===== src/rtl/disp_isq_writer_pkg.sv =====
// Shared issue-queue word layout, widths and helpers for the dispatch-side issue-queue writer.
package disp_isq_writer_pkg;

    localparam int unsigned DATA_WIDTH     = 248;
    localparam int unsigned UOP_W          = 241;
    localparam int unsigned PREG_NUM       = 64;
    localparam int unsigned PREG_RANGE     = PREG_NUM;
    localparam int unsigned PREG_W         = 6;
    localparam int unsigned INSTR_ID_WIDTH = 7;
    localparam int unsigned PERF_W         = 32;

    // Bit offsets inside the packed issue-queue word
    localparam int unsigned ID_LSB          = 241;
    localparam int unsigned PRD_LSB         = 124;
    localparam int unsigned NEED_TO_WB_BIT  = 117;
    localparam int unsigned PRS1_LSB        = 111;
    localparam int unsigned PRS2_LSB        = 105;
    localparam int unsigned SRC1_IS_REG_BIT = 104;
    localparam int unsigned SRC2_IS_REG_BIT = 103;

    typedef enum logic [1:0] {
        BUF_EMPTY = 2'd0,
        BUF_ONE   = 2'd1,
        BUF_TWO   = 2'd2
    } buf_state_t;

    typedef struct packed {
        logic [DATA_WIDTH-1:0] data;
        logic                  rs1_sleep;
        logic                  rs2_sleep;
    } isq_entry_t;

    function automatic logic [PREG_W-1:0] uop_prs1(input logic [UOP_W-1:0] uop);
        return uop[PRS1_LSB +: PREG_W];
    endfunction

    function automatic logic [PREG_W-1:0] uop_prs2(input logic [UOP_W-1:0] uop);
        return uop[PRS2_LSB +: PREG_W];
    endfunction

    function automatic logic [PREG_W-1:0] uop_prd(input logic [UOP_W-1:0] uop);
        return uop[PRD_LSB +: PREG_W];
    endfunction

    // A writeback of a buffered entry's source operand wakes that operand
    function automatic isq_entry_t wake_entry(input isq_entry_t e, input logic wb_valid,
                                              input logic [PREG_W-1:0] wb_prd);
        isq_entry_t r;
        r = e;
        if (wb_valid && (uop_prs1(e.data[UOP_W-1:0]) == wb_prd)) r.rs1_sleep = 1'b0;
        if (wb_valid && (uop_prs2(e.data[UOP_W-1:0]) == wb_prd)) r.rs2_sleep = 1'b0;
        return r;
    endfunction

    function automatic logic [PERF_W-1:0] sat_add(input logic [PERF_W-1:0] cnt, input logic [1:0] inc);
        logic [PERF_W:0] sum;
        sum = (PERF_W+1)'(cnt) + (PERF_W+1)'(inc);
        return sum[PERF_W] ? {PERF_W{1'b1}} : sum[PERF_W-1:0];
    endfunction

endpackage


===== src/rtl/disp_isq_writer_preg_busy_table.sv =====
// Physical-register busy table: one set port, two clear ports, two reads with writeback bypass.
module disp_isq_writer_preg_busy_table
    import disp_isq_writer_pkg::*;
(
    input  logic              clock,
    input  logic              reset_n,
    input  logic              set_valid,
    input  logic [PREG_W-1:0] set_prd,
    input  logic              clr0_valid,
    input  logic [PREG_W-1:0] clr0_prd,
    input  logic              clr1_valid,
    input  logic [PREG_W-1:0] clr1_prd,
    input  logic [PREG_W-1:0] rd0_prs,
    input  logic [PREG_W-1:0] rd1_prs,
    output logic              rd0_busy,
    output logic              rd1_busy
);

    logic [PREG_RANGE-1:0] busy;
    logic [PREG_RANGE-1:0] busy_next;

    // Set is applied after the clears: the new producer is younger than any freed one
    always_comb begin
        busy_next = busy;
        if (clr0_valid) busy_next[clr0_prd] = 1'b0;
        if (clr1_valid) busy_next[clr1_prd] = 1'b0;
        if (set_valid)  busy_next[set_prd]  = 1'b1;
        busy_next[0] = 1'b0;
    end

    always_ff @(posedge clock) begin
        if (!reset_n) begin
            busy <= '0;
        end else begin
            busy <= busy_next;
        end
    end

    assign rd0_busy = busy[rd0_prs] && !(clr0_valid && (clr0_prd == rd0_prs));
    assign rd1_busy = busy[rd1_prs] && !(clr0_valid && (clr0_prd == rd1_prs));

endmodule


===== src/rtl/disp_isq_writer.sv =====
// Dispatch-side issue-queue writer: packs renamed uops, computes sleep bits, 2-entry skid buffer.
// Define DISP_PERF_CNT_EN to add saturating performance counters.
module disp_isq_writer
    import disp_isq_writer_pkg::*;
(
    input  logic                      clock,
    input  logic                      reset_n,
    input  logic                      rn_valid,
    output logic                      rn_ready,
    input  logic [UOP_W-1:0]          rn_uop,
    input  logic [INSTR_ID_WIDTH-1:0] rob2disp_instr_id,
    output logic                      disp2isq_wr_valid,
    input  logic                      isq2disp_wr_ready,
    output logic [DATA_WIDTH-1:0]     disp2isq_wrdata,
    output logic                      disp2isq_rs1_sleepbit,
    output logic                      disp2isq_rs2_sleepbit,
    input  logic                      wb_valid,
    input  logic [PREG_W-1:0]         wb_prd,
    input  logic                      walk_clr_valid,
    input  logic [PREG_W-1:0]         walk_clr_prd,
    input  logic                      flush_valid,
    input  logic                      is_rollingback,
`ifdef DISP_PERF_CNT_EN
    output logic [PERF_W-1:0]         perf_isq_full_cycles,
    output logic [PERF_W-1:0]         perf_sleep_rs_dispatched,
    output logic [PERF_W-1:0]         perf_flush_drops,
`endif
    input  logic                      is_walking
);

    buf_state_t state;
    isq_entry_t head;
    isq_entry_t skid;
    isq_entry_t head_woken;
    isq_entry_t skid_woken;
    isq_entry_t incoming;
    logic       accept;
    logic       fire;
    logic       rs1_busy;
    logic       rs2_busy;
    logic       busy_set;

    // Ready depends only on registered state and recovery inputs, never on the issue-queue ready
    assign rn_ready          = reset_n && (state != BUF_TWO) && !flush_valid
                               && !is_rollingback && !is_walking;
    assign disp2isq_wr_valid = reset_n && (state != BUF_EMPTY) && !flush_valid;
    assign accept            = rn_valid && rn_ready;
    assign fire              = disp2isq_wr_valid && isq2disp_wr_ready;

    assign busy_set = accept && rn_uop[NEED_TO_WB_BIT] && (uop_prd(rn_uop) != '0);

    disp_isq_writer_preg_busy_table u_busy (
        .clock      (clock),
        .reset_n    (reset_n),
        .set_valid  (busy_set),
        .set_prd    (uop_prd(rn_uop)),
        .clr0_valid (wb_valid),
        .clr0_prd   (wb_prd),
        .clr1_valid (walk_clr_valid),
        .clr1_prd   (walk_clr_prd),
        .rd0_prs    (uop_prs1(rn_uop)),
        .rd1_prs    (uop_prs2(rn_uop)),
        .rd0_busy   (rs1_busy),
        .rd1_busy   (rs2_busy)
    );

    always_comb begin
        incoming                                  = '0;
        incoming.data[UOP_W-1:0]                  = rn_uop;
        incoming.data[ID_LSB +: INSTR_ID_WIDTH]   = rob2disp_instr_id;
        incoming.rs1_sleep                        = rn_uop[SRC1_IS_REG_BIT] && rs1_busy;
        incoming.rs2_sleep                        = rn_uop[SRC2_IS_REG_BIT] && rs2_busy;
    end

    assign head_woken = wake_entry(head, wb_valid, wb_prd);
    assign skid_woken = wake_entry(skid, wb_valid, wb_prd);

    // Skid buffer: head is the oldest entry, skid holds the second
    always_ff @(posedge clock) begin
        if (!reset_n) begin
            state <= BUF_EMPTY;
            head  <= '0;
            skid  <= '0;
        end else begin
            head <= head_woken;
            skid <= skid_woken;
            if (flush_valid) begin
                state <= BUF_EMPTY;
            end else begin
                case (state)
                    BUF_EMPTY: begin
                        if (accept) begin
                            head  <= incoming;
                            state <= BUF_ONE;
                        end
                    end
                    BUF_ONE: begin
                        if (accept && fire) begin
                            head <= incoming;
                        end else if (accept) begin
                            skid  <= incoming;
                            state <= BUF_TWO;
                        end else if (fire) begin
                            state <= BUF_EMPTY;
                        end
                    end
                    BUF_TWO: begin
                        if (fire) begin
                            head  <= skid_woken;
                            state <= BUF_ONE;
                        end
                    end
                    default: state <= BUF_EMPTY;
                endcase
            end
        end
    end

    assign disp2isq_wrdata       = head.data;
    assign disp2isq_rs1_sleepbit = head.rs1_sleep;
    assign disp2isq_rs2_sleepbit = head.rs2_sleep;

`ifdef DISP_PERF_CNT_EN
    logic [1:0] buffered;

    assign buffered = (state == BUF_TWO) ? 2'd2 : ((state == BUF_ONE) ? 2'd1 : 2'd0);

    always_ff @(posedge clock) begin
        if (!reset_n) begin
            perf_isq_full_cycles     <= '0;
            perf_sleep_rs_dispatched <= '0;
            perf_flush_drops         <= '0;
        end else begin
            if (disp2isq_wr_valid && !isq2disp_wr_ready)
                perf_isq_full_cycles <= sat_add(perf_isq_full_cycles, 2'd1);
            if (fire && (head.rs1_sleep || head.rs2_sleep))
                perf_sleep_rs_dispatched <= sat_add(perf_sleep_rs_dispatched, 2'd1);
            if (flush_valid)
                perf_flush_drops <= sat_add(perf_flush_drops, buffered);
        end
    end
`endif

endmodule


===== config.mk =====
export PLATFORM = sky130hd
export DESIGN_NAME = disp_isq_writer
export DESIGN_NICKNAME = d
export VERILOG_FILES = /design/src/rtl/disp_isq_writer_pkg.sv /design/src/rtl/disp_isq_writer_preg_busy_table.sv /design/src/rtl/disp_isq_writer.sv
export SDC_FILE = /design/constraint.sdc
export NUM_CORES = 1
export LEC_CHECK = 0
export CAP_MARGIN = 20
export CELL_PAD_IN_SITES_DETAIL_PLACEMENT = 2
export CELL_PAD_IN_SITES_GLOBAL_PLACEMENT = 2
export CORE_MARGIN = 3
export CORE_UTILIZATION = 32
export CTS_CLUSTER_SIZE = 12
export DETAILED_ROUTE_END_ITERATION = 10
export GPL_ROUTABILITY_DRIVEN = 0
export PLACE_DENSITY = 0.89
export SKIP_CTS_REPAIR_TIMING = 1
export SLEW_MARGIN = 10
export SYNTH_ARGS = -nofsm -noshare
export SYNTH_HDL_FRONTEND = slang
export SYNTH_SLANG_ARGS = --single-unit

===== constraint.sdc =====
create_clock -name clock -period 6.15 [get_ports clock]
set_clock_uncertainty 0.15 [all_clocks]
set_input_delay 0.9225 -clock clock [delete_from_list [all_inputs] [get_ports clock]]
set_output_delay 0.9225 -clock clock [all_outputs]
set_load 0.01 [all_outputs]

# == After elaboration in Yosys (flattened, before gate mapping) ==
# Index checks and enable logic that the tools add are counted.
# word_totals
word_cells,108
inputBits,269
output_inout_bits,252
reg_bits,566
# op_classes
n_eq_ne,14
n_bitwise,8
reduce_logical,37
muxes,32
n_lt_le_gt_ge,8
# op_table
cell,n
$mux W250,3
$pmux W250 S3,1
$mux W64,3
$and A64 B64 Y64,2
$not A64 Y64,2
$or A64 B64 Y64,1
$eq A6 B6 Y1,6
$lt A6 B7 Y1 const B,5
$logic_and A1 B1 Y1,24
$mux W2,10
$demux W1 S6,3
$ge A6 B1 Y1 const B,3
$bmux W1 S6,2
$ne A2 B2 Y1 const B,5
$mux W1,9
$reduce_and A4 Y1,2
$pmux W2 S3,1
$reduce_bool A6 Y1,1
$logic_not A1 Y1,5
$reduce_and A5 Y1,1
$ne A3 B3 Y1 const B,1
$not A1 Y1,3
$reduce_bool A3 Y1,1
$eq A2 B1 Y1 const B,1
other kinds (4),4

# == Depth between registers and ports, before layout ==
# logic_depth
depth_word,11
mapped_depth,9
mapped_depth_nobuf,6

# == Modules after synthesis ==
# From an unflattened synthesis, not the netlist that was laid out.
# hier_totals
hier_cells,2708
hier_area_um2,24076.8
# modules_own_cells
module,seq_area_each_um2,cells_each,n_inst,area_per_inst_um2
disp_isq_writer,10049.6,2259,1,19757.7
disp_isq_writer_preg_busy_table,1261.2,449,1,4319.1

# == Least setup slack after synthesis ==
# No wires, ideal clock.
# synth_timing
path_type,input to register
startpoint,input rn_uop[111]
endpoint,register skid[1] (netlist name)
slack_ns,3.563
n_path_buf,2
arrival_time_ns,2.299
setup_time_ns,0.137
stages,7
cell_sequence,buf_6 > buf_8 > mux4_2 > mux2_4 > a2bb2oi_1 > a211oi_1 > a211oi_1
# synth_via
elab_chain_len,9
word_cells_on_any_way,11
cone_classes,eq/ne: 1; mux: 6; reduce/logical: 4
# synth_rtl
element,line,text
"start, declared",disp_isq_writer.sv:10,"input logic [UOP_W-1:0] rn_uop,"
"parallel branches: the longest is 3 deep, another holds $bmux W1 S6",n/a,
$logic_and A1 B1 Y1 (*),disp_isq_writer_preg_busy_table.sv:39,assign rd0_busy = busy[rd0_prs] && !(clr0_valid && (clr0_prd == rd0_prs));
$logic_and A1 B1 Y1 (*),disp_isq_writer.sv:71,incoming.rs1_sleep = rn_uop[SRC1_IS_REG_BIT] && rs1_busy;
$mux W2 (*),disp_isq_writer.sv:100,end else if (accept) begin
$mux W2 (*),disp_isq_writer.sv:98,if (accept && fire) begin
$mux W2 (*),disp_isq_writer.sv:90,case (state)
$mux W2 (*),disp_isq_writer.sv:87,if (flush_valid) begin
"end signal, assigned",disp_isq_writer.sv:86,skid <= skid_woken;
"end signal, assigned",disp_isq_writer.sv:101,skid <= incoming;
"end, declared",disp_isq_writer.sv:33,isq_entry_t skid;
# Every way passes the cells marked *. The select of a mux whose other input is x is not followed.
# A chain may end at the register's enable or synchronous reset.

# == Final worst setup path ==
# layout_timing
startpoint,input rn_valid
endpoint,register head (netlist bit disp2isq_wrdata[123])
# layout_via
elab_chain_len,4
word_cells_on_any_way,5
cone_classes,eq/ne: 2; reduce/logical: 3
# layout_rtl
element,line,text
"start, declared",disp_isq_writer.sv:8,"input logic rn_valid,"
$logic_and A1 B1 Y1 (*),disp_isq_writer.sv:47,assign accept = rn_valid && rn_ready;
$logic_and A1 B1 Y1,disp_isq_writer.sv:98,
$ne A2 B2 Y1 (no source line),n/a,
$reduce_and A5 Y1 (no source line) (*),n/a,
"end signal, assigned",disp_isq_writer.sv:93,head <= incoming;
"end signal, assigned",disp_isq_writer.sv:99,head <= incoming;
"end signal, assigned",disp_isq_writer.sv:109,head <= skid_woken;
"end, declared",disp_isq_writer.sv:32,isq_entry_t head;
# Every way passes the cells marked *; elsewhere a longest branch is shown, timed or not.

==> metrics.md <==
| Metric | Value |
|---|---|
| Antenna violations before repair | 24 |
| Post-detail-place hpwl | 67700 µm |
| Fmax | 252 MHz |
| Main combinational cell family by area after synthesis | compound AO/OA/AOI/OAI gates |
| Setup Viol. Count Final | 0 |
| Clock buffer depth | 3 |
| Core Box Area | 69300 µm² |
| WL/cell | 28.4 µm |
| Critical setup path kind | input pin to flop |
| Die H | 272 µm |
| DR DRC count | 0 |
| Layout Cells excl Fill | 3911 |
| Syn. warnings | 0 |
| Worst skew pair latency | 0.60 ns |
| Initial drt markers | 2895 |
| Max Cap Viol | 0 |
| Clock sinks | 565 |
| Synth area leaders | dfxtp_1 50%, a222oi_1 11%, nand2_1 8.7% |
| Num CTS Buffers | 67 |
| FP Rows | 96 |
| Lkg Pwr | 0.0101 µW |
| Pin count of the biggest net entering global routing | 193 |
| Pwr dens | 271 nW/µm² |
| #FFs+latches synth | 565 |
| Final Cycle Share | 64.6% |
| Mux contribution to synthesized area | 3.32% |
| Vias in the first global route | 25300 |
| Area leader, netlist | dfxtp_1 |
| Tot GR Track Use | 27.5% |
| Slew Viols, Final | 0 |
| Clk root buf | clkbuf_16 |
| Via/cell ratio | 6.02 |
| Filler cells | 7397 |
| Netlist Area Pre-Place | 22600 µm² |
| Starting density of the core | 32.6% |
| CP Capture Type | flop |
| Synthesis-to-layout area growth | 34.0% |
| Reg area | 11300 µm² |
| Most frequent cells in the layout | 565 x dfxtp_1, 526 x nand2_1, 519 x clkdlybuf4s50_1, 340 x nor2_1, 265 x a21oi_1 |
| Tightest Pin Transition | 1.21 ns |
| Share of Yosys cell area claimed by the top area cell type | 50.0% |
| Post-Route WL | 111000 µm |
| DP Cell Count | 3771 |
| Avg Cell Area, Syn | 8.93 µm² |
| Critical path fanouts, max | 133 |
| Min Clock Period, post-route | 3.97 ns |
| Max VDD drop | 0.273 mV |
| Post-synth EDFFs | 0 |
| Fin. Hold Viols | 0 |
| Synth Area in XOR/XNOR | 1.39% |
| CTS tree | built |
| RSZ-0062 raised after global routing | false |
| Setup TNS | 0 ns |
| Placed cell areas | 28100 µm² |
| Detail Route Antenna Nets | 0 |
| First-pass GRT wire length | 159000 µm |
| Design area | 30300 µm² |
| Critical path required time | 6.43 ns |
| Seq/Total Area, Yosys | 50.0% |
| GRT overflow | 0 |
| Syn_nets | 2801 |
| CP arrival | 4.25 ns |
| Layout cells sized above 1 | 5.54% |
| Min-Delay Path Class | flop to flop |
| Io pins | 521 |
| Synth unique cells | 64 |
| Most used DFF post-synth | dfxtp_1 |
| I/O Buffers | 520 |
| Async set-or-reset flop fraction in the synthesized netlist | 0% |
| Commonest non-fill, non-tap cell in the layout | dfxtp_1 |
| Nets | 3182 |
| Status | finished, final reports clean |
| Drt first pass iters | 11 |
| CP Launch Type | input pin |
| Cell count after synthesis | 2532 |
| Worst slew margin | 18.9% |
| H-Tree Depth | 3 |
| Via count | 23500 |
| Post-Synth Simple-Gate Area | 17.2% |
| Synth Area in Adders | 0% |
| Die area | 73900 µm² |
| Post-synthesis compound-gate area fraction | 22.3% |
| Die W | 272 µm |
| Area of the multi-input gates | 10100 µm² |
| Power, Total | 8220 µW |
| Clock slew at reported path FFs | 0.06 ns |
[per-layer routing]
layer	global-route usage [%]	wire (µm)	part of all wire, %
met3	7.13	8800	7.9
met5	0	98	0.088
met2	48.4	55500	50
met4	14.5	6100	5.5
met1	30.4	40500	36
[worst paths after layout]
check	from	end	slack, ns	cells after the start
worst max-delay path	rn_valid	disp2isq_wrdata[123]$_SDFFE_PN0P_	2.18	8
worst min-delay path	skid[230]$_SDFFE_PN0P_	skid[230]$_SDFFE_PN0P_	0.31	2
worst max register to register	state[1]$_SDFFE_PP0P_	disp2isq_wrdata[123]$_SDFFE_PN0P_	2.55	7
worst min register to register	skid[230]$_SDFFE_PN0P_	skid[230]$_SDFFE_PN0P_	0.31	2
[synthesized netlist by cell type, drive strengths merged, types with 5 or more instances]
master and number:
dfxtp 565, nand2 527, nor2 342, a21oi 266
a222oi 247, buf 143, a22oi 123, clkbuf 96
mux2i 40, xnor2 24, nor3b 14, mux4 12
xor2 12, nor2b 11, nand2b 10, nand4 10
nor3 10, nand3 8, o41ai 7, and3b 6
mux2 5
[logic make-up (layout without fill, tap and decap cells)]
group / Yosys count / in the layout
buf+inv: 242 / 672
simple gates: 956 / 956
flops: 565 / 565
xor+xnor: 36 / 36
compound gates: 676 / 676
mux: 57 / 57
other cells: 0 / 18
[area by class of cell]
| type | instances | area share (%) |
|---|---|---|
| Sequential cell | 565 | 37.3 |
| Tap cell | 931 | 3.85 |
| Inverter | 3 | 0.0620 |
| Multi-Input combinational cell | 1725 | 33.2 |
| Antenna cell | 18 | 0.149 |
| Timing Repair Buffer | 551 | 18.4 |
| Clock inverter | 21 | 0.578 |
| Clock buffer | 97 | 6.45 |
[worst max-delay path, cell delays in order]
cell and delay, ns:
clkdlybuf4s50_1 0.57, nor4b_1 0.48, o21bai_1 0.23, nand2_1 0.26, nand2_8 0.47, buf_4 0.55, a222oi_1 0.38, nor2_1 0.14
[through the flow]
stage          utilization, %  setup WS [ns]  hold slack (ns)
2_1_floorplan               -           3.56            0.286
3_5_place_dp             40.5           1.98            0.302
4_1_cts                  43.6           2.41            0.311
5_1_grt                  43.7           2.13            0.330
6_report                 43.7           2.18            0.311
3_3_place_gp             40.5           2.05            0.291
[sequential cells by signal (all words and copies together), names as in the netlist]
name and cells:
u_busy.busy 63, disp2isq_wrdata 248, disp2isq_rs1_sleepbit 1, state 2, skid 250, disp2isq_rs2_sleepbit 1
[power by group]
group	total (µW)	switching (µW)	internal, µW
Sequential	3700	17.2	3680
Combinational	573	314	259
Clock	3940	1680	2260
Power figures use the tool's default switching activity.
